[config.mk]
export PLATFORM = sky130hd
export DESIGN_NAME = conv3x3_stream
export DESIGN_NICKNAME = d
export VERILOG_FILES = /design/src/rtl/conv_pkg.sv /design/src/rtl/conv3x3_stream_line_buffer.sv /design/src/rtl/conv3x3_stream.sv
export SDC_FILE = /design/constraint.sdc
export NUM_CORES = 1
export LEC_CHECK = 0
export CAP_MARGIN = 20
export CELL_PAD_IN_SITES_DETAIL_PLACEMENT = 1
export CELL_PAD_IN_SITES_GLOBAL_PLACEMENT = 1
export CORE_MARGIN = 2
export CORE_UTILIZATION = 30
export CTS_CLUSTER_SIZE = 24
export DETAILED_ROUTE_END_ITERATION = 16
export PLACE_DENSITY = 0.64
export SETUP_SLACK_MARGIN = 0.4
export SLEW_MARGIN = 10
export SYNTH_ARGS = -nofsm -noshare
export SYNTH_HDL_FRONTEND = slang
export SYNTH_HIERARCHICAL = 1
export SYNTH_SLANG_ARGS = --single-unit
export TNS_END_PERCENT = 50
[constraint.sdc]
create_clock -name clk -period 15.4 [get_ports clk]
set_input_delay 1.54 -clock clk [delete_from_list [all_inputs] [get_ports clk]]
set_output_delay 1.54 -clock clk [all_outputs]
set_load 0.01 [all_outputs]
[src/rtl/conv_pkg.sv]
// Shared definitions for the streaming 3x3 convolution: mode codes and arithmetic helpers.
package conv_pkg;
    localparam logic [1:0] MODE_WRAP  = 2'd0;
    localparam logic [1:0] MODE_CLAMP = 2'd1;
    localparam logic [1:0] MODE_ABS   = 2'd2;
    localparam int CALC_W = 64;

    function automatic int sum_width(input int pix_w, input int k_w);
        return pix_w + k_w + 5;
    endfunction

    // Mode 3 is reserved and deliberately falls through to the clamp path.
    function automatic logic [CALC_W-1:0] post_process(input logic signed [CALC_W-1:0] sum,
                                                       input logic [1:0] mode,
                                                       input int out_w);
        logic signed [CALC_W-1:0] mag;
        logic signed [CALC_W-1:0] limit;
        limit = (64'sd1 <<< out_w) - 64'sd1;
        mag = (mode == MODE_ABS && sum < 0) ? -sum : sum;
        if (mode == MODE_WRAP) return sum;
        else if (mag < 0) return '0;
        else if (mag > limit) return limit;
        else return mag;
    endfunction
endpackage

[src/rtl/conv3x3_stream_line_buffer.sv]
// One image row of delay: the tap shows the pixel shifted in DEPTH shifts earlier.
module line_buffer
    import conv_pkg::*;
#(
    parameter int DEPTH = 28,
    parameter int WIDTH = 8
) (
    input  logic             clk,
    input  logic             shift,
    input  logic [WIDTH-1:0] pix,
    output logic [WIDTH-1:0] tap
);
    logic [WIDTH-1:0] mem [DEPTH];

    always_ff @(posedge clk) begin
        if (shift) begin
            mem[0] <= pix;
            for (int i = 1; i < DEPTH; i++) mem[i] <= mem[i-1];
        end
    end

    assign tap = mem[DEPTH-1];
endmodule

[src/rtl/conv3x3_stream.sv]
// Streaming 3x3 convolution over raster-order pixels with a runtime signed kernel,
// a two-stage product/sum pipeline and ready/valid backpressure on both sides.
module conv3x3_stream
    import conv_pkg::*;
#(
    parameter int IMG_W = 28,
    parameter int IMG_H = 28,
    parameter int PIX_W = 8,
    parameter int K_W   = 4,
    parameter int OUT_W = 8
) (
    input  logic             clk,
    input  logic             rst_n,
    input  logic             in_valid,
    output logic             in_ready,
    input  logic             in_sof,
    input  logic [PIX_W-1:0] in_pix,
    input  logic [9*K_W-1:0] kernel,
    input  logic [1:0]       mode,
    output logic             out_valid,
    input  logic             out_ready,
    output logic [OUT_W-1:0] out_data,
    output logic             frame_done
);
    localparam int PROD_W = PIX_W + K_W + 1;
    localparam int SUM_W  = sum_width(PIX_W, K_W);
    localparam int CW     = $clog2(IMG_W);
    localparam int RW     = $clog2(IMG_H);
    localparam logic [CW-1:0] LAST_COL = CW'(IMG_W - 1);
    localparam logic [RW-1:0] LAST_ROW = RW'(IMG_H - 1);

    logic                     en, accept, ready_q, active;
    logic                     in_frame, produce, last_pix;
    logic [CW-1:0]            col, cur_col;
    logic [RW-1:0]            row, cur_row;
    logic [9*K_W-1:0]         kernel_q;
    logic [1:0]               mode_q;
    logic [PIX_W-1:0]         lb0_tap, lb1_tap;
    logic [PIX_W-1:0]         cur [3];
    logic [PIX_W-1:0]         win [3][2];
    logic [PIX_W-1:0]         wpix [9];
    logic signed [PROD_W-1:0] prod [9];
    logic signed [PROD_W-1:0] s1_prod [9];
    logic                     s1_valid, s1_last, out_last;
    logic [1:0]               s1_mode;
    logic signed [SUM_W-1:0]  sum;

    assign en       = !out_valid || out_ready;
    assign in_ready = en && ready_q;
    assign accept   = in_valid && in_ready;

    // A sof beat is treated as pixel (0,0) regardless of where the counters stand.
    always_comb begin
        cur_row  = in_sof ? '0 : row;
        cur_col  = in_sof ? '0 : col;
        in_frame = in_sof || active;
        produce  = accept && in_frame && cur_row >= RW'(2) && cur_col >= CW'(2);
        last_pix = cur_row == LAST_ROW && cur_col == LAST_COL;
    end

    always_ff @(posedge clk or negedge rst_n) begin
        if (!rst_n) begin
            ready_q  <= 1'b0;
            active   <= 1'b0;
            row      <= '0;
            col      <= '0;
            kernel_q <= '0;
            mode_q   <= MODE_CLAMP;
        end else begin
            ready_q <= 1'b1;
            if (accept && in_sof) begin
                kernel_q <= kernel;
                mode_q   <= mode;
            end
            if (accept && in_frame) begin
                active <= !last_pix;
                if (cur_col == LAST_COL) begin
                    col <= '0;
                    row <= (cur_row == LAST_ROW) ? '0 : cur_row + 1'b1;
                end else begin
                    col <= cur_col + 1'b1;
                    row <= cur_row;
                end
            end
        end
    end

    line_buffer #(.DEPTH(IMG_W), .WIDTH(PIX_W)) u_lb0 (
        .clk(clk), .shift(accept), .pix(in_pix), .tap(lb0_tap)
    );
    line_buffer #(.DEPTH(IMG_W), .WIDTH(PIX_W)) u_lb1 (
        .clk(clk), .shift(accept), .pix(lb0_tap), .tap(lb1_tap)
    );

    assign cur[0] = lb1_tap;
    assign cur[1] = lb0_tap;
    assign cur[2] = in_pix;

    // Only the two older columns are stored; the newest column is live so products land one cycle after accept.
    always_ff @(posedge clk) begin
        if (accept) begin
            for (int r = 0; r < 3; r++) begin
                win[r][0] <= win[r][1];
                win[r][1] <= cur[r];
            end
        end
    end

    always_comb begin
        for (int r = 0; r < 3; r++) begin
            wpix[3*r]   = win[r][0];
            wpix[3*r+1] = win[r][1];
            wpix[3*r+2] = cur[r];
        end
        for (int i = 0; i < 9; i++)
            prod[i] = PROD_W'($signed({1'b0, wpix[i]})) * PROD_W'($signed(kernel_q[(8-i)*K_W +: K_W]));
    end

    // Mode travels with the products so results already in flight survive a kernel re-latch.
    always_ff @(posedge clk or negedge rst_n) begin
        if (!rst_n) begin
            s1_valid <= 1'b0;
            s1_last  <= 1'b0;
            s1_mode  <= MODE_CLAMP;
            for (int i = 0; i < 9; i++) s1_prod[i] <= '0;
        end else if (en) begin
            s1_valid <= produce;
            s1_last  <= last_pix;
            s1_mode  <= mode_q;
            for (int i = 0; i < 9; i++) s1_prod[i] <= prod[i];
        end
    end

    always_comb begin
        sum = '0;
        for (int i = 0; i < 9; i++) sum = sum + SUM_W'(s1_prod[i]);
    end

    always_ff @(posedge clk or negedge rst_n) begin
        if (!rst_n) begin
            out_valid <= 1'b0;
            out_data  <= '0;
            out_last  <= 1'b0;
        end else if (en) begin
            out_valid <= s1_valid;
            if (s1_valid) begin
                out_data <= OUT_W'(post_process(CALC_W'(sum), s1_mode, OUT_W));
                out_last <= s1_last;
            end
        end
    end

    assign frame_done = out_valid && out_ready && out_last;
endmodule

==> results.tsv, run 1 <==
stage	metric	value	unit
setup_path	Worst Reg-to-Reg Cells	19	
clock_tree	Max H-tree Level	3	
detailed_routing	routed len/inst	16.3	um
sta	clock skew	19.6	ps
synth	synth unique cells	68	
sta	max_slew headroom	0.256	
cells_and_area	Area Overhead vs Synth	13.5	%
synth	Compound-Gate Fraction of Synth Area	0.0572	
sta	TNS Setup	0	ps
setup_path	worst path arrival time	6770	ps
cells_and_area	footprint of the multi-input gates	13600	um^2
synth	cell count after synthesis	2687	
clock_tree	Sink Count	677	
cells_and_area	Layout Utilization	0.344	
cells_and_area	Filler cells	12200	
sta	Final Max Slew Viols	0	
clock_tree	Root Driver	clkbuf_16	
grt	antenna violations before repair	3	
setup_path	critical path class	flip-flop to flip-flop	
cells_and_area	Ant. Diodes	0	
clock_tree	setup bufs post-CTS	0	
clock_tree	clock-pin slew on the worst setup and hold paths	60	ps
grt	Total GRT Usage	0.123	
floorplan	die height	344	um
sta	setup slack after layout	9100	ps
grt	first-pass GRT wire length	114000	um
setup_path	Critical Path Sink	out_data[1]	
setup_path	flop-to-flop setup slack	9100	ps
cells_and_area	most common cell after layout, fill and taps aside	edfxtp_1	
grt	vias in the first global route	20200	
setup_path	CP Capture Type	flip-flop	
clock_tree	post-CTS sizing	0	
placement	Final GP Congestion	0.782	
detailed_routing	detailed-route DRC error count	0	
synth	fraction of registers with async set/reset	0.267	
clock_tree	Clock Latency Late Sink	620	ps
floorplan	Cell Rows	124	
sta	Final Hold Fails	0	
synth	EDFF count, synth	496	
floorplan	Core ar.	115000	um^2
synth	area share of fa/ha/maj cells after synthesis	0.211	
floorplan	Die W	344	um
clock_tree	TritonCTS Buffers	73	
synth	mux contribution to synthesized area	0.0136	
sta	RSZ-0062 raised after global routing	no	
cells_and_area	final net count	3264	
setup_path	Req. time, crit path	15870	ps
placement	Post-Place Setup Slack	9070	ps
sta	Tcrit/Tclk final	0.409	
synth	Most used DFF post-synth	edfxtp_1	
hold_path	Hold Crit Class	flip-flop to flip-flop	
setup_path	Worst Setup Start Kind	flip-flop	
synth	Synth Area in XOR/XNOR	0.0156	
detailed_routing	Detail Route Antenna Nets	0	
grt	largest net degree at the start of global routing	190	
synth	largest family of logic cells by synthesized area	adder cells	
grt	total grt overflow	0	
sta	setup violators final	0	
floorplan	Starting Density	0.303	
setup_path	Critical Path Fanout Max	15	
run_status	status	completed	
placement	post-DP HPWL	50900	um
sta	fmax	0.159	GHz
detailed_routing	via count	19200	
detailed_routing	Total Wirelength	70700	um
detailed_routing	routed vias/inst	4.43	
sta	minimum clock period	6300	ps
clock_tree	CTS tree	done	
setup_path	CP Launch Point	s1_prod[2]	
detailed_routing	drt initial violations	1175	
clock_tree	cts-stage hold buffer count	0	
placement	PortBufs	61	
cells_and_area	Reg area	19400	um^2
synth	register area share after synthesis	0.559	
clock_tree	worst-case clock buffer depth	3	
floorplan	num ports	62	
cells_and_area	commonest cells after routing, fill and taps aside	496 x edfxtp_1, 377 x inv_1, 261 x nand2_1	
sta	Slew @ Worst Pin	1120	ps
synth	syn nets	3196	
synth	Seq cells post-synth	677	
setup_path	RR Startpoint	s1_prod[2]	
synth	average size of a mapped cell	12.9	um^2
synth	simple-gate share of the synthesized area	0.0927	
cells_and_area	share of post-route cells with drive strength above 1	0.0643	
setup_path	r2r endpoint	out_data[1]	
detailed_routing	DR pass1 iterations	5	
floorplan	total die area	119000	um^2
synth	mapped cell area	34700	um^2
synth	Yosys warnings	6	
run	max cap viols	0	
-- routing by layer --
layer | wire, um | track usage | up-vias
met4 | 1730 | 0.0356 | 4
met3 | 2320 | 0.0220 | 92
met2 | 33700 | 0.202 | 210
met5 | 27 | 0 | -
li1 | - | - | 9158
met1 | 33000 | 0.166 | 9697
-- how the worst min path moves through the flow --
stage                      startpoint                 to  slack, ps  depth (start not counted)
detailed placement   u_lb0/mem[12][7]  u_lb0/mem[12][15]        410                          0
global route        u_lb0/mem[12][13]   u_lb0/mem[13][5]        410                          0
floorplan             u_lb0/mem[0][2]   u_lb0/mem[0][10]        400                          0
finish              u_lb0/mem[12][13]   u_lb0/mem[13][5]        410                          0
global placement     u_lb1/mem[7][13]    u_lb1/mem[8][5]        400                          0
CTS                 u_lb0/mem[12][13]   u_lb0/mem[13][5]        410                          0
-- cell usage after synthesis, drive strengths merged, types with 56 or more instances --
| master | n | area (um^2) |
|---|---|---|
| nand2 | 262 | 983 |
| o21ai | 86 | 430 |
| inv | 377 | 1420 |
| a21oi | 134 | 671 |
| dfrtp | 179 | 4480 |
| fa | 211 | 4220 |
| nor2 | 120 | 450 |
| nand2b | 72 | 450 |
| edfxtp | 496 | 14900 |
| xnor2 | 56 | 498 |
| clkbuf | 57 | 215 |
| ha | 247 | 3090 |
| and2 | 99 | 619 |
-- flip-flops by register name, summed over array words and instances (netlist names) --
name	count
s1_last	1
active	1
mode_q	2
s1_prod	117
kernel_q	36
out_data	8
out_last	1
s1_valid	1
col	5
row	5
s1_mode	2
u_lb1/mem	224
ready_q	1
out_valid	1
u_lb0/mem	224
win	48
-- cells by family (layout without fill, tap and decap cells) --
kind of cell | count (synthesis) | count (layout)
AO/OA/AOI/OAI | 329 | 329
other | 1 | 1
flip-flops | 677 | 677
XOR/XNOR | 61 | 61
adder cells (fa/ha/maj) | 458 | 458
buffers and inverters | 457 | 584
AND/OR/NAND/NOR | 662 | 662
multiplexers | 42 | 42
-- through the flow --
| step | cells | instance area [um^2] | hold WS, ps |
|---|---|---|---|
| global placement | 4190 | 37000 | 400 |
| detailed placement | 4190 | 37000 | 405 |
| finish | 4326 | 39400 | 405 |
| floorplan | 2687 | 34700 | 400 |
| CTS | 4324 | 39400 | 408 |
| global route | 4326 | 39400 | 415 |
-- final cells by class --
class                           instances  share of cell area
Timing Repair Buffer                   73              0.0189
Inverter                              377              0.0359
Multi-Input combinational cell       1553               0.344
Tap cell                             1512              0.0480
Sequential cell                       677               0.493
Clock buffer                          101              0.0513
Clock inverter                         33             0.00945
-- worst max-delay path, stage by stage, from the launching register on --
cell and delay [ps]:
dfrtp_1 320, inv_1 60, fa_1 530, inv_1 50, fa_1 500, fa_1 550
inv_1 60, fa_1 540, inv_1 50, ha_1 220, fa_1 430, a21o_1 230
a221oi_4 370, o211ai_1 170, a211oi_2 340, or2_1 470, o31ai_1 140, a221o_2 430
nor4_4 530, a211oi_1 150
Power of run 1 is left out: the tool's default activity adds up to more than one toggle a clock period on the data nets, which glitch-free logic cannot reach.
==> run 2, diff against run 1 <==
==> constraint.sdc (replaced) <==
create_clock -name clk -period 5.35 [get_ports clk]
set_input_delay 0.535 -clock clk [delete_from_list [all_inputs] [get_ports clk]]
set_output_delay 0.535 -clock clk [all_outputs]
set_load 0.01 [all_outputs]
==> run 2 against run 1 <==
- first-iteration DRC count shrank 8.2%
- worst setup slack got worse by 9300 ps
- global-route usage grew 0.35 points
- register-to-register slack worse by 9300 ps
- the flow now finishes with violations (negative setup slack)
- via count increased by 1.8%
- count of clock-buffer cells in the layout increased by 2
==> results.tsv, run 2 (synthesis results as in run 1) <==
stage	metric	value	unit	change
run_status	status	finished with violations		
run_status	failing checks	negative setup slack		
grt	largest net degree at the start of global routing	121		-36%
setup_path	Worst Setup Start Kind	flip-flop		
floorplan	Starting Density	0.303		unchanged
clock_tree	Clock Latency Late Sink	650	ps	+30 ps
sta	fmax	0.180	GHz	+13%
sta	final hold slack	407	ps	+1.87 ps
hold_path	Hold Path Sink	u_lb1/mem[2][14]		
cells_and_area	Filler cells	12100		-0.67%
sta	Tcrit/Tclk final	1.04		+0.629
setup_path	critical path class	flip-flop to flip-flop		
placement	post-DP HPWL	52300	um	+2.8%
cells_and_area	final net count	3352		+2.7%
floorplan	num ports	62		unchanged
cells_and_area	share of post-route cells with drive strength above 1	0.105		+0.0406
sta	minimum clock period	5560	ps	-744 ps
hold_path	Min-Delay Path Depth	0		unchanged
floorplan	Cell Rows	124		unchanged
detailed_routing	routed vias/inst	4.42		-0.28%
cells_and_area	most common cell after layout, fill and taps aside	edfxtp_1		
grt	first-pass GRT wire length	117000	um	+2.8%
hold_path	hold path startpoint	u_lb1/mem[2][6]		
setup_path	RR Startpoint	s1_prod[0]		
placement	PortBufs	61		unchanged
grt	Total GRT Usage	0.126		+0.00351
detailed_routing	Detail Route Antenna Nets	0		unchanged
cells_and_area	commonest cells after routing, fill and taps aside	496 x edfxtp_1, 373 x inv_1, 259 x nand2_1		
run	max cap viols	0		unchanged
floorplan	Core ar.	115000	um^2	unchanged
floorplan	total die area	119000	um^2	unchanged
clock_tree	TritonCTS Buffers	75		+2.7%
hold_path	Hold Crit Class	flip-flop to flip-flop		
floorplan	Die W	344	um	unchanged
floorplan	die height	344	um	unchanged
clock_tree	worst-case clock buffer depth	3		unchanged
clock_tree	Root Driver	clkbuf_16		
setup_path	CP Capture Type	flip-flop		
sta	setup slack after layout	-206	ps	-9310 ps
clock_tree	Sink Count	677		unchanged
sta	clock skew	58.5	ps	+38.9 ps
setup_path	Worst Reg-to-Reg Cells	18		-1
clock_tree	clock-pin slew on the worst setup and hold paths	70	ps	about the same
detailed_routing	via count	19500		+1.8%
placement	Final GP Congestion	0.774		-1.1%
clock_tree	Max H-tree Level	3		unchanged
detailed_routing	routed len/inst	16.4	um	+0.48%
detailed_routing	Total Wirelength	72600	um	+2.6%
grt	antenna violations before repair	2		-1
cells_and_area	largest registers	u_lb0/mem (224), u_lb1/mem (224), s1_prod (117)		
setup_path	worst path arrival time	6080	ps	-690 ps
detailed_routing	DR pass1 iterations	5		unchanged
setup_path	Critical Path Fanout Max	6		-9
detailed_routing	detailed-route DRC error count	0		unchanged
setup_path	flop-to-flop setup slack	-210	ps	-9310 ps
setup_path	Req. time, crit path	5880	ps	-9990 ps
clock_tree	CTS tree	done		
sta	Slew @ Worst Pin	895	ps	-220 ps
setup_path	r2r endpoint	out_data[5]		
sta	setup violators final	8		+8
grt	vias in the first global route	21000		+3.9%
sta	Final Max Slew Viols	0		unchanged
grt	total grt overflow	0		unchanged
cells_and_area	Area Overhead vs Synth	16.9	%	
sta	RSZ-0062 raised after global routing	yes		
sta	max_slew headroom	0.403		+0.147
detailed_routing	drt initial violations	1079		-8.2%
sta	Final Hold Fails	0		unchanged
cells_and_area	Ant. Diodes	0		unchanged
==> run 2: cell count changes in the layout (fill, tap and decap cells not counted), sizes merged <==
| cell | delta |
|---|---|
| bufinv | +6 |
| dlygate4sd3 | +1 |
| clkbuf | +2 |
| buf | +85 |
| clkinvlp | -2 |
==> run 2: layout make-up <==
cell class	count	area, um^2	share of cell area
sequential	677	19400	0.478
multi-input combinational	1553	13700	0.338
clock buffer	103	2130	0.0523
tap	1512	1890	0.0466
timing repair buffer	159	1450	0.0357
inverter	377	1420	0.0348
clock inverter	37	569	0.0140
==> run 2: repair_timing <==
item,4_1_cts,5_1_grt
hold buffers,1,0
setup buffers,8,5
pin swaps,30,13
resized for setup,30,9
setup endpoints to repair,8,8
endpoints found under the hold margin,59,0
==> run 2: through the flow <==
step / setup TNS [ps] / util / worst slack (ps) / instance area [um^2] / cells
final: -1420 / 0.354 / -206 / 40600 / 4418
after global routing: -3150 / 0.354 / -422 / 40600 / 4418
after CTS: -1420 / 0.353 / -194 / 40500 / 4413
after detailed placement: -3820 / 0.328 / -489 / 37600 / 4264
after global placement: -3680 / 0.328 / -470 / 37600 / 4264
after floorplan: -2560 / - / -323 / 34800 / 2687
==> run 2: worst max-delay path, stage by stage (launching register included) <==
cell       delay, ps
dfrtp_1          400
fa_1             430
inv_1            190
fa_1             480
fa_1             460
fa_1             510
inv_1             40
ha_2             190
fa_2             360
a21o_1           210
a221oi_4         260
buf_6            150
xnor2_4           90
a2111oi_4        370
o2111ai_2        190
or4_4            450
a211o_4          400
a21oi_2          160
a211oi_2          80
==> run 2: layer usage <==
| metal | track usage | routed length, um | share of wire |
|---|---|---|---|
| met5 | 0 | 0 | 0 |
| met4 | 0.0348 | 1530 | 0.021 |
| met3 | 0.0197 | 2240 | 0.031 |
| met2 | 0.212 | 35000 | 0.48 |
| met1 | 0.170 | 33800 | 0.47 |
==> run 2: worst max-delay path by stage <==
| stage | startpoint | to | slack, ps | cells past startpoint |
|---|---|---|---|---|
| after floorplan | s1_prod[2] | out_data[1] | -320 | 18 |
| after global placement | s1_prod[2] | out_data[7] | -470 | 19 |
| after detailed placement | s1_prod[2] | out_data[7] | -490 | 19 |
| after CTS | s1_prod[28] | out_data[7] | -190 | 20 |
| after global routing | s1_prod[28] | out_data[5] | -420 | 20 |
| final | s1_prod[0] | out_data[5] | -210 | 18 |
Power of run 2 is left out for the same reason.
